<file path="src/rtl/prog_uart_pkg.sv">
// ============================================================================
// prog_uart_pkg : shared types and constants for the programming-port UART
// Revision      : 1.0
// ============================================================================
`default_nettype none

package prog_uart_pkg;

  typedef enum logic [1:0] {
    TxIdle  = 2'd0,
    TxStart = 2'd1,
    TxData  = 2'd2,
    TxStop  = 2'd3
  } tx_state_e;

  localparam int unsigned MinClksPerBit = 2;
  localparam int unsigned DataBits      = 8;
  localparam int unsigned FrameBits     = 10;

  // A one-cycle bit would leave the down-counter no room to reload, so clamp.
  function automatic logic [15:0] clamp_period(input logic [15:0] p);
    return (p < 16'(MinClksPerBit)) ? 16'(MinClksPerBit) : p;
  endfunction

endpackage

`default_nettype wire

</file>
<file path="src/rtl/prog_uart_tx_fifo.sv">
// ============================================================================
// prog_uart_tx_fifo : synchronous byte FIFO, power-of-two depth
// Revision          : 1.0
// ============================================================================
`default_nettype none

module prog_uart_tx_fifo #(
  parameter int Depth = 4,
  parameter int Width = 8
) (
  input  logic                     clk_i,
  input  logic                     rst_i,
  input  logic                     push_i,
  input  logic [Width-1:0]         data_i,
  input  logic                     pop_i,
  output logic [Width-1:0]         data_o,
  output logic                     full_o,
  output logic                     empty_o,
  output logic [$clog2(Depth):0]   count_o
);

  localparam int PtrW = $clog2(Depth);
  localparam logic [PtrW:0] FullCount = (PtrW+1)'(Depth);

  logic [Width-1:0] r_mem [Depth];
  logic [PtrW-1:0]  r_wr_ptr;
  logic [PtrW-1:0]  r_rd_ptr;
  logic [PtrW:0]    r_count;
  logic             w_push;
  logic             w_pop;

  // A full FIFO refuses pushes even when a pop frees a slot in the same cycle.
  assign w_push  = push_i && !full_o;
  assign w_pop   = pop_i && !empty_o;
  assign full_o  = (r_count == FullCount);
  assign empty_o = (r_count == '0);
  assign count_o = r_count;
  assign data_o  = r_mem[r_rd_ptr];

  always_ff @(posedge clk_i or posedge rst_i) begin
    if (rst_i) begin
      r_wr_ptr <= '0;
      r_rd_ptr <= '0;
      r_count  <= '0;
    end else begin
      if (w_push) r_wr_ptr <= r_wr_ptr + 1'b1;
      if (w_pop)  r_rd_ptr <= r_rd_ptr + 1'b1;
      case ({w_push, w_pop})
        2'b10:   r_count <= r_count + 1'b1;
        2'b01:   r_count <= r_count - 1'b1;
        default: r_count <= r_count;
      endcase
    end
  end

  always_ff @(posedge clk_i) begin
    if (w_push) r_mem[r_wr_ptr] <= data_i;
  end

endmodule

`default_nettype wire

</file>
<file path="src/rtl/prog_uart_tx.sv">
// ============================================================================
// prog_uart_tx : 8N1 UART transmitter with byte FIFO and run-time bit period
// Revision     : 1.0
// ============================================================================
`default_nettype none

module prog_uart_tx
  import prog_uart_pkg::*;
#(
  parameter int FifoDepth = 4
) (
  input  logic        clk_i,
  input  logic        rst_i,
  input  logic [15:0] clks_per_bit_i,
  input  logic        tx_valid_i,
  input  logic [7:0]  tx_byte_i,
  output logic        tx_ready_o,
  output logic        tx_serial_o,
  output logic        tx_active_o,
  output logic        tx_done_o
);

  localparam int CntW = $clog2(FifoDepth) + 1;
  localparam logic [CntW-1:0] FullCount = CntW'(FifoDepth);

  tx_state_e       r_state;
  logic [15:0]     r_timer;
  logic [15:0]     r_period;
  logic [7:0]      r_byte;
  logic [2:0]      r_idx;
  logic            r_serial;
  logic            r_active;
  logic            r_done;

  logic [7:0]      w_fifo_data;
  logic            w_full;
  logic            w_empty;
  logic [CntW-1:0] w_count;
  logic            w_push;
  logic            w_pop;
  logic            w_bit_end;
  logic [15:0]     w_load_period;

  assign tx_ready_o    = (w_count != FullCount);
  assign w_push        = tx_valid_i && !w_full;
  assign w_bit_end     = (r_timer == 16'd0);
  assign w_load_period = clamp_period(clks_per_bit_i);
  // Pop either from idle or exactly at the end of a stop bit for gapless frames.
  assign w_pop = !w_empty &&
                 ((r_state == TxIdle) || ((r_state == TxStop) && w_bit_end));

  prog_uart_tx_fifo #(
    .Depth (FifoDepth),
    .Width (8)
  ) u_fifo (
    .clk_i   (clk_i),
    .rst_i   (rst_i),
    .push_i  (w_push),
    .data_i  (tx_byte_i),
    .pop_i   (w_pop),
    .data_o  (w_fifo_data),
    .full_o  (w_full),
    .empty_o (w_empty),
    .count_o (w_count)
  );

  always_ff @(posedge clk_i or posedge rst_i) begin
    if (rst_i) begin
      r_state  <= TxIdle;
      r_timer  <= '0;
      r_period <= 16'(MinClksPerBit);
      r_byte   <= '0;
      r_idx    <= '0;
      r_serial <= 1'b1;
      r_active <= 1'b0;
      r_done   <= 1'b0;
    end else begin
      r_done <= 1'b0;
      case (r_state)
        TxIdle: begin
          if (w_pop) begin
            r_byte   <= w_fifo_data;
            r_period <= w_load_period;
            r_timer  <= w_load_period - 16'd1;
            r_serial <= 1'b0;
            r_active <= 1'b1;
            r_state  <= TxStart;
          end
        end
        TxStart: begin
          if (w_bit_end) begin
            r_idx    <= '0;
            r_serial <= r_byte[0];
            r_timer  <= r_period - 16'd1;
            r_state  <= TxData;
          end else begin
            r_timer <= r_timer - 16'd1;
          end
        end
        TxData: begin
          if (w_bit_end) begin
            r_timer <= r_period - 16'd1;
            if (r_idx == 3'(DataBits - 1)) begin
              r_serial <= 1'b1;
              r_state  <= TxStop;
            end else begin
              r_idx    <= r_idx + 3'd1;
              r_serial <= r_byte[r_idx + 3'd1];
            end
          end else begin
            r_timer <= r_timer - 16'd1;
          end
        end
        TxStop: begin
          if (w_bit_end) begin
            r_done <= 1'b1;
            if (w_pop) begin
              r_byte   <= w_fifo_data;
              r_period <= w_load_period;
              r_timer  <= w_load_period - 16'd1;
              r_serial <= 1'b0;
              r_state  <= TxStart;
            end else begin
              r_serial <= 1'b1;
              r_active <= 1'b0;
              r_state  <= TxIdle;
            end
          end else begin
            r_timer <= r_timer - 16'd1;
          end
        end
        default: r_state <= TxIdle;
      endcase
    end
  end

  assign tx_serial_o = r_serial;
  assign tx_active_o = r_active;
  assign tx_done_o   = r_done;

endmodule

`default_nettype wire

</file>
<file path="config.mk">
export PLATFORM = sky130hd
export DESIGN_NAME = prog_uart_tx
export DESIGN_NICKNAME = d
export VERILOG_FILES = /design/src/rtl/prog_uart_pkg.sv /design/src/rtl/prog_uart_tx_fifo.sv /design/src/rtl/prog_uart_tx.sv
export SDC_FILE = /design/constraint.sdc
export NUM_CORES = 1
export LEC_CHECK = 0
export ABC_CLOCK_PERIOD_IN_PS = 5800
export CAP_MARGIN = 20
export CORE_ASPECT_RATIO = 1.75
export CORE_MARGIN = 2
export CORE_UTILIZATION = 30
export CTS_CLUSTER_DIAMETER = 50
export DETAILED_ROUTE_END_ITERATION = 6
export GPL_TIMING_DRIVEN = 0
export PLACE_DENSITY = 0.5
export SYNTH_ARGS = -nofsm -noshare
export SYNTH_HDL_FRONTEND = slang
export SYNTH_SLANG_ARGS = --single-unit
</file>
<file path="constraint.sdc">
create_clock -name clk_i -period 5.8 [get_ports clk_i]
set_clock_uncertainty 0.15 [all_clocks]
set_input_delay 1.16 -clock clk_i [delete_from_list [all_inputs] [get_ports clk_i]]
set_output_delay 1.16 -clock clk_i [all_outputs]
set_load 0.005 [all_outputs]
</file>
# == Word level (Yosys, flattened, before mapping) ==
# Memories as Yosys holds them, arrays and structs flattened.
# Index checks and enable logic that the tools add are counted.
# word_totals
reg_bits,55
mem_bits_rw,32
input_bits,27
out_inout_bits,4
word_cells,97
mem_count,1
# classes
n_addsub,8
order_cmp,2
eq_ne,15
n_mux,40
n_reduce_logical,20
# memory_table
name,words,width,read_ports,rd_clocked_by_memory_dff,write_ports,line,source
u_fifo.r_mem,4,8,1,0,1,prog_uart_tx_fifo.sv:25,logic [Width-1:0] r_mem [Depth];
# ops
op,count
$mux W16,6
$pmux W16 S3,1
$sub A16 B1 Y16 const B,3
$pmux W16 S2,1
$logic_not A16 Y1,1
$lt A16 B2 Y1 const B,1
$mux W8,2
$pmux W8 S2,1
$mux W1,15
$ne A2 B2 Y1 const B,6
$pmux W3 S2,2
$reduce_and A4 Y1,3
$mux W2,5
$mux W3,3
$pmux W2 S4,1
$add A3 B1 Y3 const B,2
$eq A2 B2 Y1 const B,3
$eq A3 B3 Y1 const B,2
$reduce_bool A2 Y1,3
$logic_and A1 B1 Y1,5
$reduce_and A5 Y1,1
$add A2 B1 Y2 const B,2
$eq A2 B1 Y1 const B,2
$lt A3 B4 Y1 const B,1
12 further kinds,13

# == Logic depth before layout (Yosys ltp) ==
# depth
word_depth,7
mapped_depth,12
ltp_nobuf,12

# == Hierarchy ==
# Synthesis repeated with hierarchy kept, for this count alone.
# unflattened
hier_cells,452
area_unflattened_um2,5099.9
# by_module_without_submodules
mod,instances,cells_per_inst,area_each_um2,seq_area_each_um2
prog_uart_tx,1,372,3503.4,1203.7
prog_uart_tx_fifo,1,80,1596.5,1136.1

# == Least setup slack after synthesis ==
# OpenSTA, ideal clock, no wires.
# synth_path
path_kind,in2reg
start,input clks_per_bit_i[13]
end,register r_timer[14]
setup_time_ps,134
arrival_ps,3609
required_time_ps,5516
setup_slack_ps,1907
stages,9
path_buffers,0
cell_sequence,or4_1 or4_1 o21ai_1 ha_1 or3b_2 nor4b_1 xor2_1 o21ai_0 o211ai_1
# synth_via
elab_chain_cells,6
# synth_lines
element,line,source
from (decl),prog_uart_tx.sv:14,"input logic [15:0] clks_per_bit_i,"
$lt A16 B2 Y1,prog_uart_pkg.sv:22,return (p < 16'(MinClksPerBit)) ? 16'(MinClksPerBit) : p;
$mux W16 (*),prog_uart_pkg.sv:22,
$sub A16 B1 Y16 (*),"prog_uart_tx.sv:84, prog_uart_tx.sv:120",
$mux W16 (*),"prog_uart_tx.sv:81, prog_uart_tx.sv:117",
$mux W16,prog_uart_tx.sv:115,if (w_bit_end) begin
$pmux W16 S3 (*),prog_uart_tx.sv:79,case (r_state)
to (signal assigned),prog_uart_tx.sv:84,r_timer <= w_load_period - 16'd1;
to (signal assigned),prog_uart_tx.sv:120,r_timer <= w_load_period - 16'd1;
to (signal assigned),prog_uart_tx.sv:129,r_timer <= r_timer - 16'd1;
to (decl),prog_uart_tx.sv:27,logic [15:0] r_timer;
# Mark *: on every way between the ends. The rest lies on a longest branch, timed or not.
# A chain may end at the register's enable or synchronous reset.

# == Worst setup path in the final report ==
# layout_path
start,input clks_per_bit_i[11]
end,register r_timer[14]
# Same word-level chain as after synthesis.

==> impl_metrics.toml <==
[clock_network]
cts-root-buf = "sky130_fd_sc_hd__clkbuf_16"
cts-hold-fix-buffers = 0
clk_latency_ns = 0.34
cts.htree.levels = 3
cts_tree = "yes"
cts_max_path_buffers = 2
cts_resized = 0
numClockSinks = 87
clkTransAtPathRegs_ns = 0.07
post-cts-setup-buffer-count = 0
cts_inserted_buffers = 9

[timing]
timing.fmax_ghz = 0.2166
setup_viol = 0
timing.final.max_slew_violations = 0
final_number_of_hold_violating_endpoints = 0
relSlewSlack = 0.3560
setup_repair_after_global_routing_missed_its_margin = "no"
min_period_over_period = 0.7962
least_margin_pin_slew_ns = 0.9571
fin_crit_ns = 4.618
tns_ns = 0

[synth]
synth_enable_flop_cells = 32
synth_area_mm2 = 0.004928
synth_mux_area_frac = 0.1193
postSynthCellCount = 433
synthFlopType = "sky130_fd_sc_hd__dfrtp_1"
yosysUniqueCellTypes = 69
synth_sequential_area_ratio = 0.4747
asyncSetResetFlopFracSynth = 0.6322
area_share_of_xor_xnor_cells_in_the_synthesized_design = 0.06398
ys_warn_count = 0
synth.net_count = 475
postSynthRegisterBits = 87
postSynthAreaPerCell_um2 = 11.38
post_synth_fa_ha_maj_area_fraction = 0.03960
synth_compound_gate_area_share = 0.1198
synth_top_family_by_area = "simple AND/OR/NAND/NOR gates"
synthSimpleGateAreaFrac = 0.1549

[setup_path]
timing.reg2reg.worst_path_depth = 12
critPathMaxFanout = 6
max_stage_delay_on_crit_path_ns = 0.65
timing.setup.critical_path_class = "in2reg"
ordered_cell_list_for_the_critical_path = "clkdlybuf4s50_1 > or4_1 > or4_1 > o21ai_1 > ha_1 > or3b_2 > nor4b_1 > xor2_1 > o21ai_0 > o211ai_1"
reg2reg_to = "u_fifo.count_o[2]"
cpLargestDelayFamily = "simple AND/OR/NAND/NOR gates"
worst-path-buf-inv = 1
critPathMostFrequentCell = "sky130_fd_sc_hd__or4_1"
cp-start-kind = "input pin"
crit_path_end_kind = "flip-flop"
worst-endpoint-arrival_ns = 4.68
critical_path.slowest_cell = "sky130_fd_sc_hd__or4_1"
reg2reg_from = "r_timer[0]"
slack_of_the_worst_reg_to_reg_path_ns = 2.01
worst_ep_required_ns = 5.86

[floorplan]
die-width_um = 100.9
core_region_area_mm2 = 0.01621
i_o_pin_total = 31
num_rows = 62
die_h_um = 173.6
starting_utilization_of_the_core_area = 0.3040
die_area_mm2 = 0.01751

[layout]
layout_commonest_cell = "sky130_fd_sc_hd__dfrtp_1"
fin_cells = 672
num_antenna_cells = 0
nets = 517
mostFrequentLayoutCells = "sky130_fd_sc_hd__dfrtp_1, sky130_fd_sc_hd__edfxtp_1, sky130_fd_sc_hd__nor2_1, sky130_fd_sc_hd__clkdlybuf4s50_1, sky130_fd_sc_hd__xnor2_1"
layout-area-overhead-vs-synth_pct = 17.54
layout_cell_share_with_drive_strength_beyond_1 = 0.1167
design_area_mm2 = 0.005793

[placed_design]
placed_cell_areas_mm2 = 0.005494
port-buffer-count = 30
gpl.final_weighted_congestion = 0.8184
dp.final_hpwl_um = 10490
dp.cells = 656

[route]
drtPass1Iterations = 4
drtAntennaViolNets = 0
detail_route.drc_violations = 0
viasPerCell = 5.438
detailedRoute.firstIterationViolations = 133
average_wire_length_per_cell_after_detail_routing_um = 19.71
detail_route.wirelength_um = 13240
num_vias = 3654

[worst_hold_path]
hold_path.class = "reg2reg"
timing.hold.worst_endpoint = "r_byte[5]"
min_path_cells = 1
hp-start = "r_byte[5]"

[job]
max_cap_violations = 0

[global_route]
first_pass_grt_wire_length_um = 21140
grt.total_usage = 0.1586
grt_pass1_vias = 3950
largest_net_degree_at_the_start_of_global_routing = 34
globalRouteOverflowTotal = 0
grt_antenna_before_repair = 0

[outcome]
outcome = "finished clean"

[power]
cellPowerDensity_mw_per_mm2 = 534.1
power.total_uw = 3094
leakage_uw = 0.002164
vdd.ir_drop.worst_mv = 0.2966
[registers in the layout, indices dropped and copies added, names as in the netlist]
register         cells
tx_serial_o          1
u_fifo.r_rd_ptr      2
u_fifo.count_o       3
tx_active_o          1
u_fifo.r_wr_ptr      2
r_byte               8
r_idx                3
r_state              2
r_period            16
r_timer             16
tx_done_o            1
u_fifo.r_mem        32
[cell usage after synthesis, types with 3 or more instances]
| master | instances | area, µm² |
|---|---|---|
| sky130_fd_sc_hd__nor4_1 | 8 | 50.05 |
| sky130_fd_sc_hd__clkbuf_1 | 9 | 33.78 |
| sky130_fd_sc_hd__nand4_1 | 5 | 31.28 |
| sky130_fd_sc_hd__dfrtp_1 | 53 | 1326 |
| sky130_fd_sc_hd__mux2_2 | 8 | 90.09 |
| sky130_fd_sc_hd__a2bb2oi_1 | 3 | 26.28 |
| sky130_fd_sc_hd__nor3_1 | 11 | 55.05 |
| sky130_fd_sc_hd__buf_4 | 3 | 22.52 |
| sky130_fd_sc_hd__a21oi_1 | 18 | 90.09 |
| sky130_fd_sc_hd__a31oi_1 | 5 | 31.28 |
| sky130_fd_sc_hd__mux4_2 | 10 | 225.2 |
| sky130_fd_sc_hd__nand2_1 | 17 | 63.81 |
| sky130_fd_sc_hd__nor2_1 | 30 | 112.6 |
| sky130_fd_sc_hd__mux2_1 | 18 | 202.7 |
| sky130_fd_sc_hd__ha_1 | 14 | 175.2 |
| sky130_fd_sc_hd__o22ai_1 | 5 | 31.28 |
| sky130_fd_sc_hd__inv_1 | 17 | 63.81 |
| sky130_fd_sc_hd__o211ai_1 | 4 | 30.03 |
| sky130_fd_sc_hd__o221ai_1 | 4 | 35.03 |
| sky130_fd_sc_hd__o21ai_0 | 15 | 75.07 |
| sky130_fd_sc_hd__nand3_1 | 9 | 45.04 |
| sky130_fd_sc_hd__edfxtp_1 | 32 | 960.9 |
| sky130_fd_sc_hd__nor4b_1 | 3 | 26.28 |
| sky130_fd_sc_hd__a22o_1 | 5 | 43.79 |
| sky130_fd_sc_hd__a32oi_1 | 3 | 26.28 |
| sky130_fd_sc_hd__or4_1 | 8 | 60.06 |
| sky130_fd_sc_hd__nand3b_1 | 4 | 30.03 |
| sky130_fd_sc_hd__or3_1 | 8 | 50.05 |
| sky130_fd_sc_hd__and3_1 | 6 | 37.54 |
| sky130_fd_sc_hd__xor2_1 | 17 | 148.9 |
| sky130_fd_sc_hd__mux2i_1 | 7 | 70.07 |
| sky130_fd_sc_hd__xnor2_1 | 19 | 166.4 |
| sky130_fd_sc_hd__o31ai_1 | 3 | 22.52 |
| sky130_fd_sc_hd__nand2b_1 | 4 | 25.02 |
[where the power goes]
part / switching, µW / internal, µW / leakage, µW
logic: 807 / 626 / 0.00106
clock network: 276 / 305 / 0.000147
registers: 202 / 878 / 0.000956
total: 1280 / 1810 / 0.00216
[per-stage QoR]
stage	hold WS, ns	worst slack, ns	utilization
floorplan	0.3024	1.907	-
global placement	0.3371	0.8921	0.3373
detailed placement	0.3533	0.8496	0.3389
CTS	0.3651	1.213	0.3573
global route	0.3878	0.9479	0.3573
finish	0.3539	1.182	0.3573
[kinds of logic after synthesis]
family,after synthesis
AOI/OAI and AO/OA,87
xor gates and xnor gates,36
adders and majority gates,15
buffers and inverters,33
DFF,87
muxes,43
and+or+nand+nor,132
[how the worst max path moves through the flow]
| stage | startpoint | end | slack (ns) | cells after the start |
|---|---|---|---|---|
| floorplan | clks_per_bit_i[13] | r_timer[14] | 1.91 | 9 |
| global placement | clks_per_bit_i[11] | r_timer[14] | 0.89 | 10 |
| detailed placement | clks_per_bit_i[11] | r_timer[14] | 0.85 | 10 |
| CTS | clks_per_bit_i[11] | r_timer[14] | 1.21 | 10 |
| global route | clks_per_bit_i[11] | r_timer[14] | 0.95 | 10 |
| finish | clks_per_bit_i[11] | r_timer[14] | 1.18 | 10 |
[worst reg2reg max path: stages (launching register included)]
cell and delay [ns]:
sky130_fd_sc_hd__dfrtp_1 0.45, sky130_fd_sc_hd__inv_1 0.11, sky130_fd_sc_hd__ha_1 0.24, sky130_fd_sc_hd__nor4b_4 0.49
sky130_fd_sc_hd__a41o_1 0.50, sky130_fd_sc_hd__nand2_1 0.30, sky130_fd_sc_hd__clkinv_1 0.35, sky130_fd_sc_hd__ha_1 0.26
sky130_fd_sc_hd__inv_1 0.07, sky130_fd_sc_hd__fa_1 0.39, sky130_fd_sc_hd__xor2_1 0.16, sky130_fd_sc_hd__nor2_1 0.11
sky130_fd_sc_hd__xor2_1 0.15
[metal layers]
layer / routed length, µm / GRT usage / vias up
met3: 358 / 0.02460 / 27
met2: 7771 / 0.3050 / 86
met1: 4600 / 0.1539 / 1813
met4: 513 / 0.08953 / 0
li1: - / - / 1728
met5: 0 / 0 / -
[cell type report]
class	count	area [µm²]
plain buffers	15	68.82
repair buffers	31	320.3
clock buffers	9	225.2
flip-flops and latches	87	2340
clock inverters	7	73.82
well taps	192	240.2
inverters	18	67.56
fillers	1601	10420
multi-input cells	313	2457
Note: power is estimated with default switching activity, not from simulation.
